==> src/rtl/fu_issue_ctrl.sv <==
// fu_issue_ctrl
//   Issue controller for a single multi-cycle functional unit (FU).
//   Requests are buffered in a 2-entry FIFO, issued one at a time to the
//   FU, and the FU result is held for a writeback handshake. A watchdog
//   aborts an operation whose completion never arrives.
//
// Ports
//   clk, rst                  clock; asynchronous active-low reset
//   in_valid/in_ready         issue request handshake
//   in_op0, in_op1, in_tag    request operands and destination tag
//   fu_ce                     one-cycle start pulse to the FU
//   fu_data_0, fu_data_1      operands presented to the FU
//   fu_idle, fu_done          FU can accept / FU has completed
//   fu_result                 FU result, captured on completion
//   wb_valid/wb_ready         writeback handshake
//   wb_result, wb_tag         captured result and its tag
//   busy                      queue non-empty or an operation in flight
//   timeout_err               sticky watchdog abort flag
module fu_issue_ctrl #(
    parameter int DATA_WIDTH = 32,
    parameter int TAG_WIDTH  = 5,
    parameter int TIMEOUT    = 64
) (
    input  logic                  clk,
    input  logic                  rst,
    input  logic                  in_valid,
    output logic                  in_ready,
    input  logic [DATA_WIDTH-1:0] in_op0,
    input  logic [DATA_WIDTH-1:0] in_op1,
    input  logic [TAG_WIDTH-1:0]  in_tag,
    output logic                  fu_ce,
    output logic [DATA_WIDTH-1:0] fu_data_0,
    output logic [DATA_WIDTH-1:0] fu_data_1,
    input  logic                  fu_idle,
    input  logic                  fu_done,
    input  logic [DATA_WIDTH-1:0] fu_result,
    output logic                  wb_valid,
    input  logic                  wb_ready,
    output logic [DATA_WIDTH-1:0] wb_result,
    output logic [TAG_WIDTH-1:0]  wb_tag,
    output logic                  busy,
    output logic                  timeout_err
);

    localparam logic [1:0] ST_IDLE  = 2'd0;
    localparam logic [1:0] ST_ISSUE = 2'd1;
    localparam logic [1:0] ST_WAIT  = 2'd2;
    localparam logic [1:0] ST_WB    = 2'd3;

    localparam int         ENTRY_W = 2 * DATA_WIDTH + TAG_WIDTH;
    localparam logic [7:0] WD_LAST = 8'(TIMEOUT - 1);

    logic [1:0]            state;
    logic [ENTRY_W-1:0]    q_mem [2];
    logic                  q_wr_ptr;
    logic                  q_rd_ptr;
    logic [1:0]            q_count;
    logic [ENTRY_W-1:0]    q_head;
    logic                  push;
    logic                  pop;
    logic [TAG_WIDTH-1:0]  issue_tag;
    logic [7:0]            wd_cnt;

    // in_ready depends only on the registered count, never on inputs.
    assign in_ready = (q_count != 2'd2);
    assign push     = in_valid && in_ready;
    assign q_head   = q_mem[q_rd_ptr];

    // Head is taken from IDLE, or straight from WB when the writeback
    // completes and the FU is ready (back-to-back issue).
    assign pop = (q_count != 2'd0) && fu_idle &&
                 ((state == ST_IDLE) || ((state == ST_WB) && wb_ready));

    assign fu_ce    = (state == ST_ISSUE);
    assign wb_valid = (state == ST_WB);
    assign busy     = (q_count != 2'd0) || (state != ST_IDLE);

    always_ff @(posedge clk) begin
        if (push) begin
            q_mem[q_wr_ptr] <= {in_op0, in_op1, in_tag};
        end
    end

    always_ff @(posedge clk or negedge rst) begin
        if (!rst) begin
            q_wr_ptr <= 1'b0;
            q_rd_ptr <= 1'b0;
            q_count  <= 2'd0;
        end else begin
            if (push) q_wr_ptr <= ~q_wr_ptr;
            if (pop)  q_rd_ptr <= ~q_rd_ptr;
            case ({push, pop})
                2'b10:   q_count <= q_count + 2'd1;
                2'b01:   q_count <= q_count - 2'd1;
                default: q_count <= q_count;
            endcase
        end
    end

    always_ff @(posedge clk or negedge rst) begin
        if (!rst) begin
            state       <= ST_IDLE;
            fu_data_0   <= '0;
            fu_data_1   <= '0;
            issue_tag   <= '0;
            wb_result   <= '0;
            wb_tag      <= '0;
            wd_cnt      <= '0;
            timeout_err <= 1'b0;
        end else begin
            if (pop) begin
                {fu_data_0, fu_data_1, issue_tag} <= q_head;
            end
            case (state)
                ST_IDLE: begin
                    if (pop) state <= ST_ISSUE;
                end
                ST_ISSUE: begin
                    state  <= ST_WAIT;
                    wd_cnt <= '0;
                end
                ST_WAIT: begin
                    // Completion is checked first so a done arriving in the
                    // final watchdog cycle still produces a writeback.
                    if (fu_done) begin
                        state     <= ST_WB;
                        wb_result <= fu_result;
                        wb_tag    <= issue_tag;
                    end else if (wd_cnt == WD_LAST) begin
                        state       <= ST_IDLE;
                        timeout_err <= 1'b1;
                    end else begin
                        wd_cnt <= wd_cnt + 8'd1;
                    end
                end
                default: begin
                    if (wb_ready) state <= pop ? ST_ISSUE : ST_IDLE;
                end
            endcase
        end
    end

endmodule
==> config.mk <==
export PLATFORM = sky130hd
export DESIGN_NAME = fu_issue_ctrl
export DESIGN_NICKNAME = d
export VERILOG_FILES = /design/src/rtl/fu_issue_ctrl.sv
export SDC_FILE = /design/constraint.sdc
export NUM_CORES = 1
export LEC_CHECK = 0
export BUFFER_PORTS_ARGS = -buffer_cell sky130_fd_sc_hd__buf_2
export CORE_MARGIN = 5
export CORE_UTILIZATION = 44
export DETAILED_ROUTE_END_ITERATION = 6
export PLACE_DENSITY = 0.72
export SYNTH_ARGS = -nofsm -noshare
export SYNTH_HDL_FRONTEND = slang
export SYNTH_SLANG_ARGS = --single-unit
==> constraint.sdc <==
create_clock -name clk -period 4.74 [get_ports clk]
set_clock_uncertainty 0.15 [all_clocks]
set_input_delay 1.185 -clock clk [delete_from_list [all_inputs] [get_ports clk]]
set_output_delay 1.185 -clock clk [all_outputs]
set_load 0.02 [all_outputs]
==> reports/metrics.csv <==
metric,value,unit
outcome,completed,
htreeDepth,1,
drt_first_pass_iters,4,
tightest_slew,1.031,ns
p_switching,0.002928,W
layout_commonest_cell,buf_2,
dieArea,0.02539,mm²
grt_pass1_vias,5757,
slew_headroom,31.28,%
synthCells,616,
cpMaxStageDelayCell,dfrtp_1,
routabilityCongestion,0.7262,
nNetsFinal,946,
grt_pass1_wl,30.79,mm
grt_overflow_total,0,
power.leakage,5.006,nW
avgSynthCellArea,15.93,µm²
crit_required,3.40,ns
start_util,44.83,%
endpoint_kind,primary output,
ys_ff_latch,259,
sw_frac_of_total,34.30,%
grt_max_degree,95,
cp.arrival,1.59,ns
critPathTopFamily,flip-flops,
ir_worst_vdd,0.0004652,V
slowest_delay,0.47,ns
drc,0,
rsz0062_at_grt,no,
clk_pin_slew,0.06,ns
cts_resized,0,
hold_viol,0,
multi_input_area,0.002394,mm²
dp_hpwl,12.21,mm
yosysUniqueCellTypes,46,
p_seq_share,41.6,%
crit_buf_inv,2,
final_cell_mix,"buf_2 (211), edfxtp_1 (138), dfrtp_1 (120)",
combPwrFrac,32.6,%
clockPowerShare,25.8,%
fin_crit_sh,61.73,%
post_drt_wl_per_cell,16.60,µm
crit_fanout,7,
cts_setup_buffers,0,
setup_ws,1.814,ns
grt_usage,14.65,%
ant_nets,0,
cts_num_sinks,259,
utilization,55.02,%
dr.first_iter.drc_count,182,
synth-edff-count,138,
io_buffers,212,
root_buffer,clkbuf_16,
place_area,0.01109,mm²
critPathLaunchType,flip-flop,
crit_chain,inv_1 > ha_1 > nand2_1 > buf_2,
max-cap-violations,0,
hold_buffers,0,
critPathKind,reg -> out,
p_int,0.005609,W
dieHeight,159.4,µm
min_period,2.926,ns
syn_nets,730,
vias,5544,
netlist_area,0.009814,mm²
place_ws,1.693,ns
grt_antenna_before_repair,2,
finalSetupViolCount,0,
viasPerCell,4.893,
drive_gt1_share,41.03,%
power_density,708.9,mW/mm²
wl,18.81,mm
seq_area,0.007176,mm²
area_delta_synth_final,22.72,%
synth_ff_type,edfxtp_1,
num-fill-cells,1758,
cts_tree,yes,
numCtsBuffers,27,
dieWidth,159.4,µm
yosys_warnings,0,
cts_buffer_depth,3,
diodes,0,
fmax,341.8,MHz
yosysSeqAreaShare,73.07,%
async_flop_share,46.72,%
coreArea,0.02189,mm²
fin_tns_setup,0,ns
final_area,0.01204,mm²
hp-class,reg -> reg,
timing.final.max_slew_violations,0,
clock_latency,0.52,ns
pin_count,213,
num_rows,54,
per-stage QoR:
stage | total power, W | cells | hold slack (ns)
after global placement | 0.006363 | 1083 | 0.3303
final | 0.008538 | 1133 | 0.3491
after CTS | 0.008680 | 1133 | 0.3491
after global routing | 0.009058 | 1133 | 0.3578
after detailed placement | 0.006441 | 1083 | 0.3316
after floorplan | 0.005583 | 616 | 0.3288
worst register-to-register path, stage by stage (launching register included):
cell and delay, ns:
dfrtp_1 0.46, inv_1 0.11, ha_1 0.23, a21oi_1 0.06
or2_4 0.25, inv_4 0.49, buf_12 0.43, nor2_1 0.10
a21oi_1 0.15
power by group through the flow:
stage	clock network, W	registers (W)	logic (W)
3_5_place_dp	0	0.00360	0.00284
3_3_place_gp	0	0.00358	0.00279
4_1_cts	0.00227	0.00356	0.00285
2_1_floorplan	0	0.00406	0.00153
6_report	0.00221	0.00355	0.00278
5_1_grt	0.00237	0.00364	0.00304
worst paths after layout:
path	from	endpoint	slack [ns]	cells past startpoint
max	state[0]	busy	1.81	4
min in group asynchronous	rst	wb_result[26]	0.59	1
max in group asynchronous	rst	wb_result[4]	2.88	2
max reg2reg	state[0]	fu_data_1[4]	2.23	8
min	wb_result[26]	wb_result[26]	0.35	1
min reg2reg	wb_result[26]	wb_result[26]	0.35	1
cell type report:
class                      count  share of cell area, %
inverter                       7                 0.2389
tap                          280                  2.909
sequential                   259                  59.58
multi-input combinational    319                  19.87
timing repair buffer         218                  9.443
clock buffer                  35                  6.451
clock inverter                15                  1.506
state kept, by name (all words and copies together), names as in the netlist:
| name | count |
|---|---|
| fu_data_0 | 32 |
| fu_data_1 | 32 |
| issue_tag | 5 |
| q_count | 2 |
| q_mem | 138 |
| q_rd_ptr | 1 |
| q_wr_ptr | 1 |
| state | 2 |
| timeout_err | 1 |
| wb_result | 32 |
| wb_tag | 5 |
| wd_cnt | 8 |
metal layers:
metal / vias up / routed length [µm] / global-route usage [%] / share of wire [%]
met2: 183 / 8890 / 24.23 / 47
met4: 4 / 418 / 3.645 / 2.2
li1: 2681 / - / - / -
met1: 2640 / 7891 / 18.70 / 42
met5: - / 21 / 0 / 0.11
met3: 36 / 1590 / 4.996 / 8.5
synthesized netlist by cell type, types with 5 or more instances:
library cell,instances,area [µm²]
a21oi_1,35,175.2
a21oi_2,41,359.1
buf_2,12,60.06
buf_4,6,45.04
buf_6,8,90.09
dfrtp_1,121,3028
edfxtp_1,138,4144
ha_1,7,87.58
inv_1,6,22.52
mux2_2,37,416.7
mux2i_1,69,690.7
nand2_1,9,33.78
nand3_1,5,25.02
nor2_1,74,277.8
cell families after synthesis:
kind of cell / synth area share (%)
flops: 73.07
mux: 11.44
simple gates: 4.704
compound gates: 6.782
buf+inv: 2.664
fa+ha+maj: 0.8924
xor+xnor: 0.4462
Note: power is estimated with default switching activity, not from simulation.
